File: src/rtl/serial_parity_unit.sv
// Serial-to-parallel parity accumulator: assembles FRAME_LEN bits MSB-first and hands
// the word plus its even parity downstream. Define PARITY_CHECK_EN to append a received parity bit per frame.
module serial_parity_unit #(
  parameter int FRAME_LEN = 8,
  parameter int CNT_W     = $clog2(FRAME_LEN + 2)
) (
  input  logic                 clk_i,
  input  logic                 rst_ni,
  input  logic                 bit_i,
  input  logic                 valid_i,
  output logic                 ready_o,
  input  logic                 abort_i,
  output logic [FRAME_LEN-1:0] data_o,
  output logic                 parity_o,
  output logic                 err_o,
  output logic                 valid_o,
  input  logic                 ready_i
);

  // state   | meaning
  // COLLECT | shifting in serial beats, ready_o high once out of reset
  // HOLD    | frame presented on data_o/parity_o, waiting for ready_i
  typedef enum logic {COLLECT = 1'b0, HOLD = 1'b1} state_t;

`ifdef PARITY_CHECK_EN
  localparam int LAST = FRAME_LEN + 1;
`else
  localparam int LAST = FRAME_LEN;
`endif

  state_t               state_q, state_d;
  logic                 init_q;
  logic [CNT_W-1:0]     cnt_q;
  logic [FRAME_LEN-1:0] sr_q;
  logic                 acc_q;
  logic [FRAME_LEN-1:0] data_q;
  logic                 parity_q;
  logic                 accept;
  logic                 last_beat;
  logic                 data_beat;
  logic                 xfer;

  assign accept    = valid_i && ready_o && !abort_i;
  assign last_beat = accept && (cnt_q == CNT_W'(LAST - 1));
  assign xfer      = valid_o && ready_i && !abort_i;

`ifdef PARITY_CHECK_EN
  // the trailing received parity beat never enters the shift register
  assign data_beat = accept && (cnt_q < CNT_W'(FRAME_LEN));
`else
  assign data_beat = accept;
`endif

  // init_q holds ready_o low until the first edge after reset release
  always_ff @(posedge clk_i or negedge rst_ni) begin
    if (!rst_ni) begin
      state_q <= COLLECT;
      init_q  <= 1'b0;
    end else begin
      state_q <= state_d;
      init_q  <= 1'b1;
    end
  end

  always_comb begin
    state_d = state_q;
    if (abort_i) begin
      state_d = COLLECT;
    end else begin
      case (state_q)
        COLLECT: if (last_beat) state_d = HOLD;
        HOLD:    if (ready_i)   state_d = COLLECT;
        default: state_d = COLLECT;
      endcase
    end
  end

  always_comb begin
    ready_o = init_q && (state_q == COLLECT);
    valid_o = (state_q == HOLD);
  end

  always_ff @(posedge clk_i or negedge rst_ni) begin
    if (!rst_ni) begin
      cnt_q <= '0;
      sr_q  <= '0;
      acc_q <= 1'b0;
    end else if (abort_i || xfer) begin
      cnt_q <= '0;
      sr_q  <= '0;
      acc_q <= 1'b0;
    end else if (accept) begin
      cnt_q <= cnt_q + CNT_W'(1);
      if (data_beat) begin
        sr_q  <= {sr_q[FRAME_LEN-2:0], bit_i};
        acc_q <= acc_q ^ bit_i;
      end
    end
  end

`ifdef PARITY_CHECK_EN
  logic err_q;

  always_ff @(posedge clk_i or negedge rst_ni) begin
    if (!rst_ni) begin
      data_q   <= '0;
      parity_q <= 1'b0;
      err_q    <= 1'b0;
    end else if (last_beat) begin
      data_q   <= sr_q;
      parity_q <= acc_q;
      err_q    <= bit_i ^ acc_q;
    end
  end

  assign err_o = err_q;
`else
  always_ff @(posedge clk_i or negedge rst_ni) begin
    if (!rst_ni) begin
      data_q   <= '0;
      parity_q <= 1'b0;
    end else if (last_beat) begin
      data_q   <= {sr_q[FRAME_LEN-2:0], bit_i};
      parity_q <= acc_q ^ bit_i;
    end
  end

  assign err_o = 1'b0;
`endif

  assign data_o   = data_q;
  assign parity_o = parity_q;

endmodule

File: config.mk
export PLATFORM = sky130hd
export DESIGN_NAME = serial_parity_unit
export DESIGN_NICKNAME = d
export VERILOG_FILES = /design/src/rtl/serial_parity_unit.sv
export SDC_FILE = /design/constraint.sdc
export NUM_CORES = 1
export LEC_CHECK = 0
export CELL_PAD_IN_SITES_DETAIL_PLACEMENT = 1
export CELL_PAD_IN_SITES_GLOBAL_PLACEMENT = 2
export CORE_ASPECT_RATIO = 1.5
export CORE_UTILIZATION = 34
export CTS_CLUSTER_SIZE = 40
export DETAILED_ROUTE_END_ITERATION = 10
export PLACE_DENSITY_LB_ADDON = 0.12
export SLEW_MARGIN = 20
export SYNTH_ARGS = -nofsm -noshare
export SYNTH_HDL_FRONTEND = slang
export SYNTH_SLANG_ARGS = --single-unit
File: constraint.sdc
create_clock -name clk_i -period 1.8 [get_ports clk_i]
set_input_delay 0.36 -clock clk_i [delete_from_list [all_inputs] [get_ports clk_i]]
set_output_delay 0.36 -clock clk_i [all_outputs]
set_load 0.01 [all_outputs]
==> metrics.cfg <==
[synth]
postSynthAreaPerCell_um2 = 14.55
yosysUniqueCellTypes = 21
postSynthRegisterBits = 23
post_synth_instance_area_um2 = 930.9
yosysSeqAreaShare_pct = 61.83
total_of_warnings_raised_by_yosys = 0
synth_top_cells_by_area = sky130_fd_sc_hd__dfrtp_1 62%, sky130_fd_sc_hd__mux2_2 12%, sky130_fd_sc_hd__a22o_1 7.5%
yosys.area.top_type = sky130_fd_sc_hd__dfrtp_1
synthDominantCellAreaShare_pct = 61.83
post_syn_instances = 64
synth_fp_nets = 71

[timing]
fmax_ghz = 0.5953
clock-skew-final_ns = 0.004772
finalSetupViolations = 0
report.final.slew_viol_count = 0
whs_ns = 0.3980
period_share_pct = 93.33
final.min_clock_period_ns = 1.680
fin_ws_ns = 0.1201
rsz0062_at_grt = false
finalHoldViolations = 0

[die]
start_util_pct = 36.76
rows = 22
dieWidth_um = 44.73
die_area_um2 = 2956
chipHeight_um = 66.09
io_pins = 18
fp.coreArea_um2 = 2532

[route]
drt_pre_antenna_iters = 2
drc_errors = 0
totalWireLength_um = 1614
via_per_inst = 4.780
total_number_of_vias = 588
wire_per_inst_um = 13.12
drt_iter0_markers = 18
final_antenna_net_count = 0

[clock_network]
clk_root_buffer_cell = sky130_fd_sc_hd__clkbuf_4
clock_tree_from_tritoncts = built
max_buffers_root_to_sink = 2
clock_latency_ns = 0.30
sink_count = 23
htree_levels = 1
clk_pin_slew_ns = 0.12
ctsHoldBuffers = 0
cts_inserted_buffers = 3

[worst_setup_path]
cp_slowest_cell = sky130_fd_sc_hd__clkdlybuf4s50_1
cells_traversed_along_the_worst_timing_path = buf_4 -> clkdlybuf4s50_1
slowest_delay_ns = 0.54
worst_r2r_startpoint = valid_o$_DFF_PN0_
worst_setup_path_end_kind = primary output
worst_ep_arrival_time_ns = 1.32
rr_endpoint = parity_o$_DFFE_PN0P_
required_time_of_the_critical_path_ns = 1.44
regToRegSetupSlack_ns = 0.17
worst_setup_path_start_kind = flop
critical_path.max_fanout = 4
timing.setup.critical_path_class = reg2out
worstRegToRegCells = 5

[layout]
final_util_pct = 46.74
post_route_cells_drive_above_1_share_pct = 27.59
final_nets = 95
leading_cell_types_in_the_layout_fill_and_taps_excluded = 23 x sky130_fd_sc_hd__dfrtp_1, 15 x sky130_fd_sc_hd__clkdlybuf4s50_1, 10 x sky130_fd_sc_hd__mux2_2
layout_commonest_cell = sky130_fd_sc_hd__dfrtp_1
layout.cell_area.non_filler_um2 = 1184
syn_to_final_growth_pct = 27.15
antenna-diode-count = 0

[placement]
final_wtd_congestion = 0.6756
io_buffer_count = 16
post-place-ws_ns = -0.1624
detailed_place.area_um2 = 1150

[outcome]
run_status = completed

[pwr]
totalPowerFinal_w = 0.0008171
power.leakage_nw = 0.5798
vdd.ir_drop.worst_uv = 598.2
power_density_nw_per_um2 = 690.3

[global_route]
number_of_global_route_vias_before_repair = 634
globalRoute.totalOverflow = 0
grt_start_max_net_pins = 24
grt_use_total_pct = 13.37
grt_pass1_wl_um = 2891
grt_antenna_before_repair = 0

[job]
maxCapViolCount = 0

[worst_hold_path]
worstHoldPathType = in2async

[routing by layer]
| metal | global-route usage (%) | vias up | wire length [um] |
|---|---|---|---|
| met5 | 0 | - | 0 |
| met3 | 1.913 | 0 | 50 |
| met4 | 5.682 | 0 | 0 |
| met1 | 17.96 | 306 | 766 |
| met2 | 21.14 | 9 | 798 |
| li1 | - | 273 | - |
[worst max path at each step]
stage,end,cells past startpoint,from
global placement,data_o[4]$_DFFE_PN0P_,5,abort_i
CTS,valid_o,2,valid_o$_DFF_PN0_
floorplan,data_o[0]$_DFFE_PN0P_,4,valid_o$_DFF_PN0_
detailed placement,data_o[4]$_DFFE_PN0P_,5,abort_i
finish,valid_o,2,valid_o$_DFF_PN0_
global route,valid_o,2,valid_o$_DFF_PN0_
[layout make-up]
type                            count  area (um2)
Multi-Input combinational cell     38       331.6
Timing Repair Buffer               22       203.9
Clock inverter                      1       5.005
Clock buffer                        3       22.52
Tap cell                           36       45.04
Sequential cell                    23       575.6
Fill cell                         275        1349
[worst max-delay path: cells and delay by family (launching register included)]
kind     cells  cell delay (ns)
buf+inv      2             0.66
flops        1             0.36
[through the flow]
stage          cells  TNS [ns]
3_3_place_gp     118    -1.180
5_1_grt          123         0
2_1_floorplan     64         0
3_5_place_dp     118    -1.291
4_1_cts          123         0
6_report         123         0
[synthesized netlist by cell type]
cell	number
sky130_fd_sc_hd__a21boi_2	1
sky130_fd_sc_hd__conb_1	2
sky130_fd_sc_hd__nor2b_1	2
sky130_fd_sc_hd__and4b_1	1
sky130_fd_sc_hd__a22o_1	8
sky130_fd_sc_hd__buf_6	1
sky130_fd_sc_hd__o21ai_0	1
sky130_fd_sc_hd__and4bb_4	1
sky130_fd_sc_hd__ha_1	1
sky130_fd_sc_hd__buf_4	1
sky130_fd_sc_hd__o21a_1	1
sky130_fd_sc_hd__mux2_2	10
sky130_fd_sc_hd__nand2_1	3
sky130_fd_sc_hd__mux2i_1	2
sky130_fd_sc_hd__a21bo_2	1
sky130_fd_sc_hd__and2b_1	1
sky130_fd_sc_hd__nand4_1	1
sky130_fd_sc_hd__buf_2	1
sky130_fd_sc_hd__dfrtp_1	23
sky130_fd_sc_hd__or2_2	1
sky130_fd_sc_hd__a21oi_1	1
[sequential cells by signal, indices dropped and copies added (netlist names)]
signal    cells
cnt_q         4
init_q        1
sr_q          7
parity_o      1
data_o        8
acc_q         1
valid_o       1
[power breakdown]
part / internal, W / switching (W)
sequential: 0.000523 / 0.00000475
combinational: 0.0000262 / 0.0000286
clock: 0.0000828 / 0.000152
total: 0.000632 / 0.000185
[cells by family (layout without fill, tap and decap cells)]
logic type               after synthesis  after routing  synth area share, %
multiplexers                          12             12                14.25
AND/OR/NAND/NOR                       10             10                7.528
AO/OA/AOI/OAI                         13             13                11.69
flip-flops                            23             23                61.83
adder cells (fa/ha/maj)                1              1                1.344
other                                  2              2               0.8068
buffers and inverters                  3             26                2.553
[timing repair]
item                                    4_1_cts  5_1_grt
setup buffers                                 1        0
gates resized for setup                       1        0
endpoints found under the setup margin        1        0
Power figures use the tool's default switching activity.
